===== src/rtl/bist_pkg.sv =====
// bist_pkg: shared state encoding, default parameters and counter sizing for the BIST analyser.
package bist_pkg;
   typedef enum logic [1:0] {IDLE = 2'd0, RUN = 2'd1, CMP = 2'd2, DONE = 2'd3} state_t;
   localparam int         SIG_W_DEF  = 4;
   localparam logic [3:0] POLY_DEF   = 4'h3;
   localparam logic [3:0] SEED_DEF   = 4'h0;
   localparam int         N_PAT_DEF  = 15;
   localparam logic [3:0] GOLDEN_DEF = 4'h0;
   function automatic int cnt_w(input int n);
      return $clog2(n + 1);
   endfunction
endpackage


===== src/rtl/bist_sig_analyzer_if.sv =====
// bist_sig_analyzer_if: control, response and result signals between the BIST analyser and its user.
interface bist_sig_analyzer_if #(parameter int SIG_W = 4);
   logic             start;
   logic             resp_in;
   logic             lfsr_en;
   logic             busy;
   logic             done;
   logic             pass;
   logic             fail;
   logic [SIG_W-1:0] signature;
   modport master (output start, resp_in, input lfsr_en, busy, done, pass, fail, signature);
   modport slave  (input start, resp_in, output lfsr_en, busy, done, pass, fail, signature);
endinterface


===== src/rtl/sisr_reg.sv =====
// sisr_reg: single-input signature register; load takes priority over shift.
module sisr_reg #(
   parameter int               SIG_W = 4,
   parameter logic [SIG_W-1:0] POLY  = 4'h3,
   parameter logic [SIG_W-1:0] SEED  = 4'h0
) (
   input  logic             clk,
   input  logic             rst,
   input  logic             load,
   input  logic             shift_en,
   input  logic             din,
   output logic [SIG_W-1:0] sig
);
   always_ff @(posedge clk or negedge rst)
      if (!rst) sig <= SEED;
      else if (load) sig <= SEED;
      else if (shift_en) sig <= {sig[SIG_W-2:0], 1'b0} ^ (sig[SIG_W-1] ? POLY : '0) ^ {{(SIG_W-1){1'b0}}, din};
endmodule


===== src/rtl/bist_sig_analyzer.sv =====
// bist_sig_analyzer: gates the pattern generator for N_PAT cycles, compacts the CUT response
// into a SISR and compares the final signature against GOLDEN.
module bist_sig_analyzer
   import bist_pkg::*;
#(
   parameter int               SIG_W  = SIG_W_DEF,
   parameter logic [SIG_W-1:0] POLY   = POLY_DEF,
   parameter logic [SIG_W-1:0] SEED   = SEED_DEF,
   parameter int               N_PAT  = N_PAT_DEF,
   parameter logic [SIG_W-1:0] GOLDEN = GOLDEN_DEF
) (
   input logic                 clk,
   input logic                 rst,
   bist_sig_analyzer_if.slave  bus
);
   localparam int CW = cnt_w(N_PAT);
   state_t        state, state_nxt;
   logic [CW-1:0] cnt;
   logic          load, last, match;
   always_comb begin
      load      = bus.start && (state == IDLE || state == DONE);
      last      = cnt == CW'(N_PAT - 1);
      match     = bus.signature == GOLDEN;
      state_nxt = state;
      case (state)
         IDLE, DONE: state_nxt = bus.start ? RUN : state;
         RUN:        state_nxt = last ? CMP : RUN;
         CMP:        state_nxt = DONE;
         default:    state_nxt = IDLE;
      endcase
   end
   always_ff @(posedge clk or negedge rst)
      if (!rst) begin
         state    <= IDLE;
         cnt      <= '0;
         bus.done <= 1'b0;
         bus.pass <= 1'b0;
         bus.fail <= 1'b0;
      end else begin
         state <= state_nxt;
         if (load) begin
            cnt      <= '0;
            bus.done <= 1'b0;
            bus.pass <= 1'b0;
            bus.fail <= 1'b0;
         end else if (state == RUN) cnt <= cnt + 1'b1;
         else if (state == CMP) begin
            bus.done <= 1'b1;
            bus.pass <= match;
            bus.fail <= !match;
         end
      end
   // Decoded from the state register only, so start never reaches these combinationally.
   assign bus.lfsr_en = state == RUN;
   assign bus.busy    = state == RUN || state == CMP;
   sisr_reg #(.SIG_W(SIG_W), .POLY(POLY), .SEED(SEED)) u_sisr (
      .clk      (clk),
      .rst      (rst),
      .load     (load),
      .shift_en (state == RUN),
      .din      (bus.resp_in),
      .sig      (bus.signature)
   );
endmodule


===== src/flat_wrapper.sv =====
// flat-port wrapper written by rule: the top's interface ports become plain ports
module bist_sig_analyzer_flat import bist_pkg::*;
#(
   parameter int               SIG_W  = SIG_W_DEF,
   parameter logic [SIG_W-1:0] POLY   = POLY_DEF,
   parameter logic [SIG_W-1:0] SEED   = SEED_DEF,
   parameter int               N_PAT  = N_PAT_DEF,
   parameter logic [SIG_W-1:0] GOLDEN = GOLDEN_DEF
)
  (clk, rst, bus_start, bus_resp_in, bus_lfsr_en, bus_busy, bus_done, bus_pass, bus_fail, bus_signature);
  bist_sig_analyzer_if #(.SIG_W(SIG_W)) bus_i ();
  input logic clk;
  input logic rst;
  input wire logic [$bits(bus_i.start)-1:0] bus_start;
  input wire logic [$bits(bus_i.resp_in)-1:0] bus_resp_in;
  output wire logic [$bits(bus_i.lfsr_en)-1:0] bus_lfsr_en;
  output wire logic [$bits(bus_i.busy)-1:0] bus_busy;
  output wire logic [$bits(bus_i.done)-1:0] bus_done;
  output wire logic [$bits(bus_i.pass)-1:0] bus_pass;
  output wire logic [$bits(bus_i.fail)-1:0] bus_fail;
  output wire logic [$bits(bus_i.signature)-1:0] bus_signature;
  assign bus_i.start = bus_start;
  assign bus_i.resp_in = bus_resp_in;
  assign bus_lfsr_en = bus_i.lfsr_en;
  assign bus_busy = bus_i.busy;
  assign bus_done = bus_i.done;
  assign bus_pass = bus_i.pass;
  assign bus_fail = bus_i.fail;
  assign bus_signature = bus_i.signature;
  bist_sig_analyzer #(.SIG_W(SIG_W), .POLY(POLY), .SEED(SEED), .N_PAT(N_PAT), .GOLDEN(GOLDEN)) u_core (.clk(clk), .rst(rst), .bus(bus_i));
endmodule

===== config.mk =====
export PLATFORM = sky130hd
export DESIGN_NAME = bist_sig_analyzer_flat
export DESIGN_NICKNAME = d
export VERILOG_FILES = /design/src/rtl/bist_pkg.sv /design/src/rtl/bist_sig_analyzer_if.sv /design/src/rtl/sisr_reg.sv /design/src/rtl/bist_sig_analyzer.sv /design/src/flat_wrapper.sv
export SDC_FILE = /design/constraint.sdc
export NUM_CORES = 1
export LEC_CHECK = 0
export BUFFER_PORTS_ARGS = -buffer_cell sky130_fd_sc_hd__clkbuf_2
export CORE_UTILIZATION = 46
export CTS_CLUSTER_SIZE = 12
export DETAILED_ROUTE_END_ITERATION = 7
export GPL_ROUTABILITY_DRIVEN = 0
export PLACE_DENSITY = 0.71
export SYNTH_ARGS = -nofsm -noshare
export SYNTH_HDL_FRONTEND = slang
export SYNTH_SLANG_ARGS = --single-unit

===== constraint.sdc =====
create_clock -name clk -period 1.43 [get_ports clk]
set_input_delay 0.143 -clock clk [delete_from_list [all_inputs] [get_ports clk]]
set_output_delay 0.143 -clock clk [all_outputs]
set_load 0.02 [all_outputs]

==> impl_metrics.ini, run 1 <==
[clock_network]
cts_tree = built
cts_made_buffers = 3
cts-root-buf = clkbuf_4
clock-sinks = 13
clockBufferDepth = 2
htree_levels = 1
clkLatencyLatePin_ns = 0.26
clk_pin_slew_ns = 0.08
post_cts_buffers = 0

[floorplan]
die_x_um = 39.7
io_pins = 13
dieArea_um2 = 1580
fp-row-count = 13
start_util = 0.497
coreArea_um2 = 1320
fp.dieH_um = 39.7

[timing]
fin_crit_sh = 1.00
setup_viol = 1
drv_slew = 0
finalHoldViolations = 0
finClkSkew_ns = 0.000853
fin_ws_ns = -0.00164
slew_headroom = 0.715
timing.final.crit_period_ns = 1.43
timing.fmax_mhz = 699
tightestPinTransition_ns = 0.423
grt_setup_unrepaired = true

[critical_path]
max_stage_delay_ns = 0.43
worstPathRequired_ns = 1.29
cp.arrival_ns = 1.29
path_cells = inv_1, ha_2, clkbuf_2
worstPathMaxFanout = 10
path_buf_inv = 2
critPathTopFamily = flip-flops
crit_type = flop to output port
setup.worst_path.start_class = flop
endpoint_kind = output port
critPathSlowestCell = dfrtp_1

[finish]
final_cells = 94
drive_gt1_frac = 0.291
fillers = 115
final_core_util = 0.611
antenna_cells = 0
layout_common_cells = dfrtp_1 (13), clkbuf_2 (11), nor2_1 (8), nand2_1 (4)
final_common_cell = dfrtp_1
final_nets = 88
area.growth.synth_to_final_pct = 22.9

[placed_design]
port_buffers = 12
placed_cells = 89
dp_hpwl_um = 865

[power_and_ir_drop]
power_density_nw_per_um2 = 2710
irDropWorstVdd_uv = 1070
power_leakage_nw = 0.393

[synthesis]
synthCells = 61
synth_largest_area_cell = dfrtp_1
yosys_warnings = 0
yosys_register_bits = 13
yosys.area.top_type_share = 0.497
ys_types = 23
synth_nets = 69
syn-cell-area_um2 = 654
syn_area_per_cell_um2 = 10.7
synth.area.top_cells = dfrtp_1 (50%), ha_1 (7.6%), mux2i_1 (4.6%), nor2_1 (4.6%), xnor2_1 (4.0%)
seq_area_frac_synth = 0.497

[global_route]
overflow = 0
antenna_found_initial = 0
grt_pass1_wl_mm = 1.82
grt_util_all_layers = 0.184
grt_pass1_vias = 410
grt_max_degree = 14

[route]
dr.pass1.iters = 4
wl_per_cell_um = 12.6
wl_mm = 1.18
avgViaCountPerCell = 5.05
antenna_left = 0
drc = 0
num_vias = 475
drt_iter0_drc = 10

[outcome]
outcome = complete, but fails checks
failed_checks = negative setup slack

[flow_run]
maxCapViolations = 0

[worst_hold_path]
min_path_type = primary input to flop
-- repair_timing --
item | 4_1_cts | 5_1_grt
endpoints found under the hold margin | 13 | 0
endpoints found under the setup margin | 3 | 4
resized for setup | 5 | 3
hold buffers | 1 | 0
-- final cells by class --
cell class	instances	area, um2	area share
clock buffers	4	26.3	0.0327
repair buffers	16	106	0.132
flip-flops and latches	13	325	0.404
multi-input cells	41	307	0.381
well taps	15	18.8	0.0233
inverters	5	21.3	0.0264
-- kinds of logic after synthesis --
logic type,Yosys count,share of synthesized area
compound gates,11,0.132
flops,13,0.497
buf+inv,7,0.0574
mux,3,0.0459
fa+ha+maj,4,0.0765
simple gates,18,0.124
xor+xnor,5,0.0669
-- sequential cells by signal, summed over array words and instances, names as in the netlist --
register / flops
u_core.cnt: 4
u_core.u_sisr.sig: 4
u_core.state: 2
u_core.bus.done: 1
u_core.bus.fail: 1
u_core.bus.pass: 1
-- cell usage after synthesis --
master,n
nand2_1,4
o21ai_0,3
o22a_1,1
o2bb2ai_1,1
nand4_1,2
nand3_1,1
buf_4,1
o21bai_4,1
and2_1,1
ha_1,4
a22oi_1,1
xor2_1,2
nor4_1,1
a21boi_0,1
a21oi_1,2
xnor2_1,3
dfrtp_1,13
a32o_1,1
inv_1,5
nor2b_1,1
nor2_1,8
buf_6,1
mux2i_1,3
-- metrics by stage --
step	power (W)	setup WS [ns]	area (um2)	TNS, ns	hold slack, ns
after global routing	0.00236	-0.0623	805	-0.109	0.174
after global placement	0.00178	0.0961	737	0	0.0550
after CTS	0.00216	0.00181	801	0	0.163
final	0.00218	-0.00164	805	-0.00164	0.167
after detailed placement	0.00181	-0.0137	737	-0.0137	0.0554
after floorplan	0.00149	0.0880	654	0	-0.153
-- worst paths after layout --
kind / from / to / slack (ns) / cells after the start
hold reg to reg: u_core.bus.fail$_DFFE_PN0P_ / u_core.bus.fail$_DFFE_PN0P_ / 0.50 / 1
min in group asynchronous: rst / u_core.cnt[1]$_DFFE_PN0P_ / 0.31 / 2
max in group asynchronous: rst / u_core.bus.pass$_DFFE_PN0P_ / 0.88 / 2
hold / removal: bus_resp_in / u_core.u_sisr.sig[0]$_DFFE_PN0P_ / 0.17 / 3
setup reg to reg: u_core.state[1]$_DFFE_PN0P_ / u_core.u_sisr.sig[3]$_DFFE_PN0P_ / 0.06 / 5
setup / recovery: u_core.state[1]$_DFFE_PN0P_ / bus_lfsr_en / -0.002 / 3
-- layer usage --
layer,track usage,wire length [um],up-vias
met4,0.0776,9,0
li1,-,-,243
met3,0.0511,46,2
met1,0.254,571,222
met5,0,0,-
met2,0.262,553,8
-- worst register-to-register path: stages, from the launching register on --
cell	delay, ns
dfrtp_1	0.43
inv_1	0.09
ha_2	0.29
buf_4	0.19
mux2i_1	0.20
nor2_1	0.06
-- power by group --
group	switching, W	internal, W
combinational	0.000677	0.000594
sequential	0.000154	0.000537
clock	0.000111	0.000108
Note: power is estimated with default switching activity, not from simulation.
==> inputs of run 2 (changes only) <==
--- a/config.mk
+++ b/config.mk
@@ -13,4 +13,5 @@
 export PLACE_DENSITY = 0.71
 export SYNTH_ARGS = -nofsm -noshare
 export SYNTH_HDL_FRONTEND = slang
+export SYNTH_HIERARCHICAL = 1
 export SYNTH_SLANG_ARGS = --single-unit
==> run 2 against run 1 <==
The flow now finishes without violations. Flip-flop and latch count unchanged. Wire length up 10%. Clock power about the same. Highest routed layer is now met3. Die area down 0.73%. Largest power group unchanged. Global-route usage up 2.1 points.
==> impl_metrics.ini, run 2 <==
[flow_run]
maxCapViolations = 0

[critical_path]
cp_common_cell = inv_1
worstPathMaxFanout = 5
crit_type = flop to flop
max_stage_delay_ns = 0.39
worstPathRequired_ns = 1.59
path_buf_inv = 2
critPathSlowestCell = dfrtp_1
endpoint_kind = flop
critPathTopFamily = flip-flops
path_cells = inv_1, ha_4, nand2_1, inv_1, o21bai_1, a32o_1
setup.worst_path.start_class = flop
cp.arrival_ns = 1.56

[clock_network]
cts_made_buffers = 3
cts_tree = built
clockBufferDepth = 2
clock-sinks = 13
cts-root-buf = clkbuf_4
clk_pin_slew_ns = 0.07
htree_levels = 1
clkLatencyLatePin_ns = 0.27

[synthesis]
ys_dominant_reg_cell = dfrtp_1
synth_nets = 69
yosys_warnings = 6
synth_most_common_cell = dfrtp_1
ys_top_cells_by_count = dfrtp_1 (13), nor2_1 (10), inv_1 (6)
seq_area_frac_synth = 0.501
async_flop_share = 1.00
syn-cell-area_um2 = 649
ys_types = 21
synth-edff-count = 0
yosys.area.top_type_share = 0.501
yosys_register_bits = 13
synth.area.top_cells = dfrtp_1 (50%), ha_1 (7.7%), nor2_1 (5.8%), mux2i_1 (4.6%), xnor2_1 (4.0%)
synth_largest_area_cell = dfrtp_1
syn_area_per_cell_um2 = 10.6
synthCells = 61

[global_route]
grt_pass1_wl_mm = 2.04
overflow = 0
grt_max_degree = 14
grt_util_all_layers = 0.204
grt_pass1_vias = 464
antenna_found_initial = 0

[power_and_ir_drop]
p_sw_frac = 0.437
power_density_nw_per_um2 = 2650
p_switching_w = 0.000954
p_clk_frac = 0.100
power_leakage_nw = 0.418
comb_power_share = 0.588
irDropWorstVdd_uv = 1210
p_seq_frac = 0.312
internal_power_w = 0.00123

[route]
antenna_left = 0
num_vias = 511
wl_mm = 1.30
dr.pass1.iters = 4
drt_iter0_drc = 1
wl_per_cell_um = 13.4
avgViaCountPerCell = 5.27
drc = 0

[finish]
fillers = 101
area.growth.synth_to_final_pct = 27.0
final_common_cell = dfrtp_1
regArea_um2 = 325
drive_gt1_frac = 0.317
reg.largest.list = u_core/cnt x4, u_core/u_sisr/sig x4, u_core/state x2
final_area_um2 = 825
antenna_cells = 0
multi_input_area_um2 = 317
layout_common_cells = dfrtp_1 (13), clkbuf_2 (12), nor2_1 (10), buf_4 (6), inv_1 (6)
final_nets = 91

[placed_design]
port_buffers = 12
dp_hpwl_um = 898
dpl_cell_area_um2 = 756

[timing]
timing.final.crit_period_ns = 1.40
slew_headroom = 0.786
fin_crit_sh = 0.979
timing.fmax_mhz = 714
drv_slew = 0
tightestPinTransition_ns = 0.322
setup_viol = 0
finalHoldViolations = 0
finClkSkew_ns = 0.00339
worst_hold_slack_ns = 0.183

[worst_hold_path]
min_path_type = primary input to flop

[floorplan]
start_util = 0.499
dieArea_um2 = 1570
coreArea_um2 = 1300
die_x_um = 39.6
fp-row-count = 13
fp.dieH_um = 39.6
io_pins = 13

[outcome]
outcome = finished clean
==> run 2: cell types whose count changed after synthesis, moves of 2 or more <==
cell | previous run | this run
a211oi_2 | 0 | 2
a21oi_1 | 2 | 0
buf_2 | 0 | 2
nor2_1 | 8 | 10
o21ai_0 | 3 | 1
==> run 2: path summary, 6_finish.rpt <==
kind	cells after the start	start	slack, ns	endpoint
max in group asynchronous	2	rst	0.89	u_core/u_sisr/sig[0]$_DFFE_PN0P_
worst max-delay path	6	u_core/state[0]$_DFFE_PN0P_	0.03	u_core/bus.fail$_DFFE_PN0P_
min in group asynchronous	2	rst	0.29	u_core/state[1]$_DFFE_PN0P_
worst max register to register	6	u_core/state[0]$_DFFE_PN0P_	0.03	u_core/bus.fail$_DFFE_PN0P_
worst min-delay path	3	bus_resp_in	0.18	u_core/u_sisr/sig[0]$_DFFE_PN0P_
worst min register to register	1	u_core/bus.pass$_DFFE_PN0P_	0.49	u_core/bus.pass$_DFFE_PN0P_
==> run 2: cell type report <==
| class | instances | area share |
|---|---|---|
| Multi-Input combinational cell | 40 | 0.384 |
| Inverter | 6 | 0.0273 |
| Timing Repair Buffer | 19 | 0.140 |
| Clock buffer | 4 | 0.0319 |
| Sequential cell | 13 | 0.395 |
| Tap cell | 15 | 0.0228 |
==> run 2: timing repair <==
| action | CTS | global route |
|---|---|---|
| endpoints found under the setup margin | 2 | 6 |
| gates resized for setup | 1 | 2 |
| buffers inserted | 1 | 0 |
| endpoints found under the hold margin | 13 | 0 |
| hold buffers | 1 | 0 |
==> run 2: power by group through the flow <==
stage               Sequential, W  Combinational (W)  Clock (W)
finish                   0.000681            0.00128   0.000218
global route             0.000700            0.00141   0.000254
CTS                      0.000672            0.00120   0.000228
detailed placement       0.000680            0.00116          0
global placement         0.000666            0.00114          0
floorplan                0.000762           0.000710          0
==> run 2: stage by stage <==
stage	TNS (ns)	total power [W]	instances	setup WS (ns)	util
floorplan	0	0.00147	61	0.00979	-
global placement	0	0.00180	91	0.0705	0.581
detailed placement	0	0.00184	91	0.0371	0.581
CTS	0	0.00210	97	0.00601	0.616
global route	-0.0801	0.00236	97	-0.0286	0.634
finish	0	0.00218	97	0.0294	0.634
==> run 2: kinds of logic after synthesis <==
kind of cell / share of synthesized area
AOI/OAI and AO/OA: 0.123
buffers and inverters: 0.0501
muxes: 0.0462
xor gates and xnor gates: 0.0674
DFF: 0.501
adders and majority gates: 0.0771
and+or+nand+nor: 0.135
==> run 2: worst min-delay path, stage by stage <==
cell      delay (ns)
clkbuf_2        0.09
xnor2_1         0.12
a211oi_2        0.07
==> run 2: metal layers <==
| metal | wire length (um) | vias to the layer above | GRT usage |
|---|---|---|---|
| met3 | 65 | 0 | 0.102 |
| met4 | 0 | 0 | 0.0517 |
| li1 | - | 247 | - |
| met2 | 642 | 14 | 0.328 |
| met1 | 590 | 250 | 0.238 |
| met5 | 0 | - | 0 |
==> inputs of run 3 (changes only) <==
--- a/config.mk
+++ b/config.mk
@@ -6,11 +6,13 @@
 export NUM_CORES = 1
 export LEC_CHECK = 0
 export BUFFER_PORTS_ARGS = -buffer_cell sky130_fd_sc_hd__clkbuf_2
-export CORE_UTILIZATION = 46
+export CAP_MARGIN = 40
+export CORE_AREA = 2 2 39 41
 export CTS_CLUSTER_SIZE = 12
 export DETAILED_ROUTE_END_ITERATION = 7
+export DIE_AREA = 0 0 41 43
 export GPL_ROUTABILITY_DRIVEN = 0
-export PLACE_DENSITY = 0.71
+export PLACE_DENSITY = 0.72
 export SYNTH_ARGS = -nofsm -noshare
 export SYNTH_HDL_FRONTEND = slang
 export SYNTH_HIERARCHICAL = 1
==> constraint.sdc (replaced) <==
create_clock -name clk -period 1.5 [get_ports clk]
set_input_delay 0.15 -clock clk [delete_from_list [all_inputs] [get_ports clk]]
set_output_delay 0.15 -clock clk [all_outputs]
set_load 0.02 [all_outputs]
==> run 3 against run 2 <==
Via count down 2.2%. Clock power down 5%. Worst hold slack improved by 0.035 ns. Flip-flop and latch count unchanged. Wire length is 6.1% lower. Critical path type unchanged. Sequential power fell by 6.0%. Final area down 2.4%. Sequential share of layout area grew 0.98 points.
==> impl_metrics.ini, run 3 (synthesis gave the netlist of run 2 again) <==
[timing]
drv_slew = 0
finalHoldViolations = 0
tightestPinTransition_ns = 0.322
fin_crit_sh = 0.951
slew_headroom = 0.785
finClkSkew_ns = 0.00206
timing.final.crit_period_ns = 1.43
fin_ws_ns = 0.0738
grt_setup_unrepaired = true
setup_viol = 0
timing.fmax_mhz = 701
worst_hold_slack_ns = 0.219

[critical_path]
cp_common_cell = inv_1
endpoint_kind = flop
worstPathMaxFanout = 5
setup.worst_path.start_class = flop
crit_type = flop to flop
critPathTopFamily = flip-flops
worstPathRequired_ns = 1.66
r2r_end = u_core/bus.fail$_DFFE_PN0P_
max_stage_delay_ns = 0.41
reg2reg_from = u_core/state[0]$_DFFE_PN0P_
cp.arrival_ns = 1.58
worst_r2r_path_depth = 6
cp.depth = 6
path_buf_inv = 2
path_cells = inv_1, ha_4, nand2_1, inv_1, o21bai_1, a32o_1
crit_end = u_core/bus.fail$_DFFE_PN0P_
rrSetupSlack_ns = 0.07
startpoint = u_core/state[0]$_DFFE_PN0P_
critPathSlowestCell = dfrtp_1

[global_route]
grt_max_degree = 14
antenna_found_initial = 0
grt_pass1_wl_mm = 2.04
overflow = 0
grt_pass1_vias = 490
grt_util_all_layers = 0.175

[route]
wl_mm = 1.22
wl_per_cell_um = 12.8
avgViaCountPerCell = 5.26
num_vias = 500
dr.pass1.iters = 4
drc = 0
antenna_left = 0
drt_iter0_drc = 12

[outcome]
outcome = finished clean

[power_and_ir_drop]
power_leakage_nw = 0.406
irDropWorstVdd_uv = 1400
power_density_nw_per_um2 = 2480

[clock_network]
clockBufferDepth = 2
clkLatencyLatePin_ns = 0.27
clk_pin_slew_ns = 0.08
cts-root-buf = clkbuf_4
cts_tree = built
cts_made_buffers = 3
clock-sinks = 13
htree_levels = 1

[finish]
fillers = 123
final_nets = 88
drive_gt1_frac = 0.304
antenna_cells = 0
final_common_cell = dfrtp_1
area.growth.synth_to_final_pct = 23.9
layout_common_cells = dfrtp_1 (13), clkbuf_2 (12), nor2_1 (10), inv_1 (6), nand2_1 (4)
reg.largest.list = u_core/cnt x4, u_core/u_sisr/sig x4, u_core/state x2

[floorplan]
fp.dieH_um = 43
coreArea_um2 = 1380
io_pins = 13
fp-row-count = 14
die_x_um = 41
start_util = 0.469
dieArea_um2 = 1760

[placed_design]
pre_cts_slack_ns = 0.0907
port_buffers = 12
dp_hpwl_um = 952

[worst_hold_path]
min_path_type = primary input to flop

[flow_run]
maxCapViolations = 0
run 3: changes by cell type in the layout (fill, tap and decap cells not counted):
cell | previous run | this run
buf_4 | 6 | 3
clkbuf_1 | 1 | 0
clkinv_2 | 0 | 1
run 3: through the flow:
step / util / power (W) / cell area (um2) / setup TNS [ns] / instances
2_1_floorplan: - / 0.00140 / 649 / 0 / 61
4_1_cts: 0.565 / 0.00195 / 782 / 0 / 95
3_5_place_dp: 0.536 / 0.00172 / 742 / 0 / 90
6_report: 0.581 / 0.00200 / 805 / 0 / 95
5_1_grt: 0.581 / 0.00217 / 805 / -0.00354 / 95
3_3_place_gp: 0.536 / 0.00168 / 742 / 0 / 90
run 3: power breakdown:
part / switching, W / leakage, nW / internal [W]
registers: 0.000135 / 0.166 / 0.000505
logic: 0.000641 / 0.223 / 0.000510
clock network: 0.000110 / 0.0177 / 0.0000986
total: 0.000885 / 0.406 / 0.00111
run 3: repair_timing:
item                                    4_1_cts  5_1_grt
hold buffers                                  1        0
hold endpoints to repair                     13        0
endpoints found under the setup margin        1        5
buffers inserted                              0        0
gates resized for setup                       1        2
run 3: area by class of cell:
cell class              count  area [um2]  area share
clock inverters             1        5.00     0.00622
flip-flops and latches     13         325       0.404
repair buffers             16        92.6       0.115
clock buffers               3        22.5      0.0280
well taps                  16        20.0      0.0249
inverters                   6        22.5      0.0280
multi-input cells          40         317       0.393
run 3: per-layer routing:
metal | up-vias | wire (um) | GRT usage
li1 | 245 | - | -
met1 | 243 | 522 | 0.173
met2 | 12 | 652 | 0.294
met3 | 0 | 44 | 0.0576
met4 | 0 | 0 | 0.107
met5 | - | 0 | 0
run 3: how the worst min path moves through the flow:
| stage | from | end | slack (ns) | cells past startpoint |
|---|---|---|---|---|
| detailed placement | rst | u_core/bus.done$_DFFE_PN0P_ | 0.06 | 1 |
| global route | bus_resp_in | u_core/u_sisr/sig[0]$_DFFE_PN0P_ | 0.22 | 3 |
| global placement | rst | u_core/bus.fail$_DFFE_PN0P_ | 0.06 | 1 |
| finish | bus_resp_in | u_core/u_sisr/sig[0]$_DFFE_PN0P_ | 0.22 | 3 |
| floorplan | rst | u_core/bus.done$_DFFE_PN0P_ | -0.15 | 0 |
| CTS | bus_start | u_core/state[0]$_DFFE_PN0P_ | 0.21 | 3 |
run 3: worst min-delay path, cell delays in order:
cell	delay, ns
clkbuf_2	0.08
xnor2_1	0.14
a211oi_2	0.08
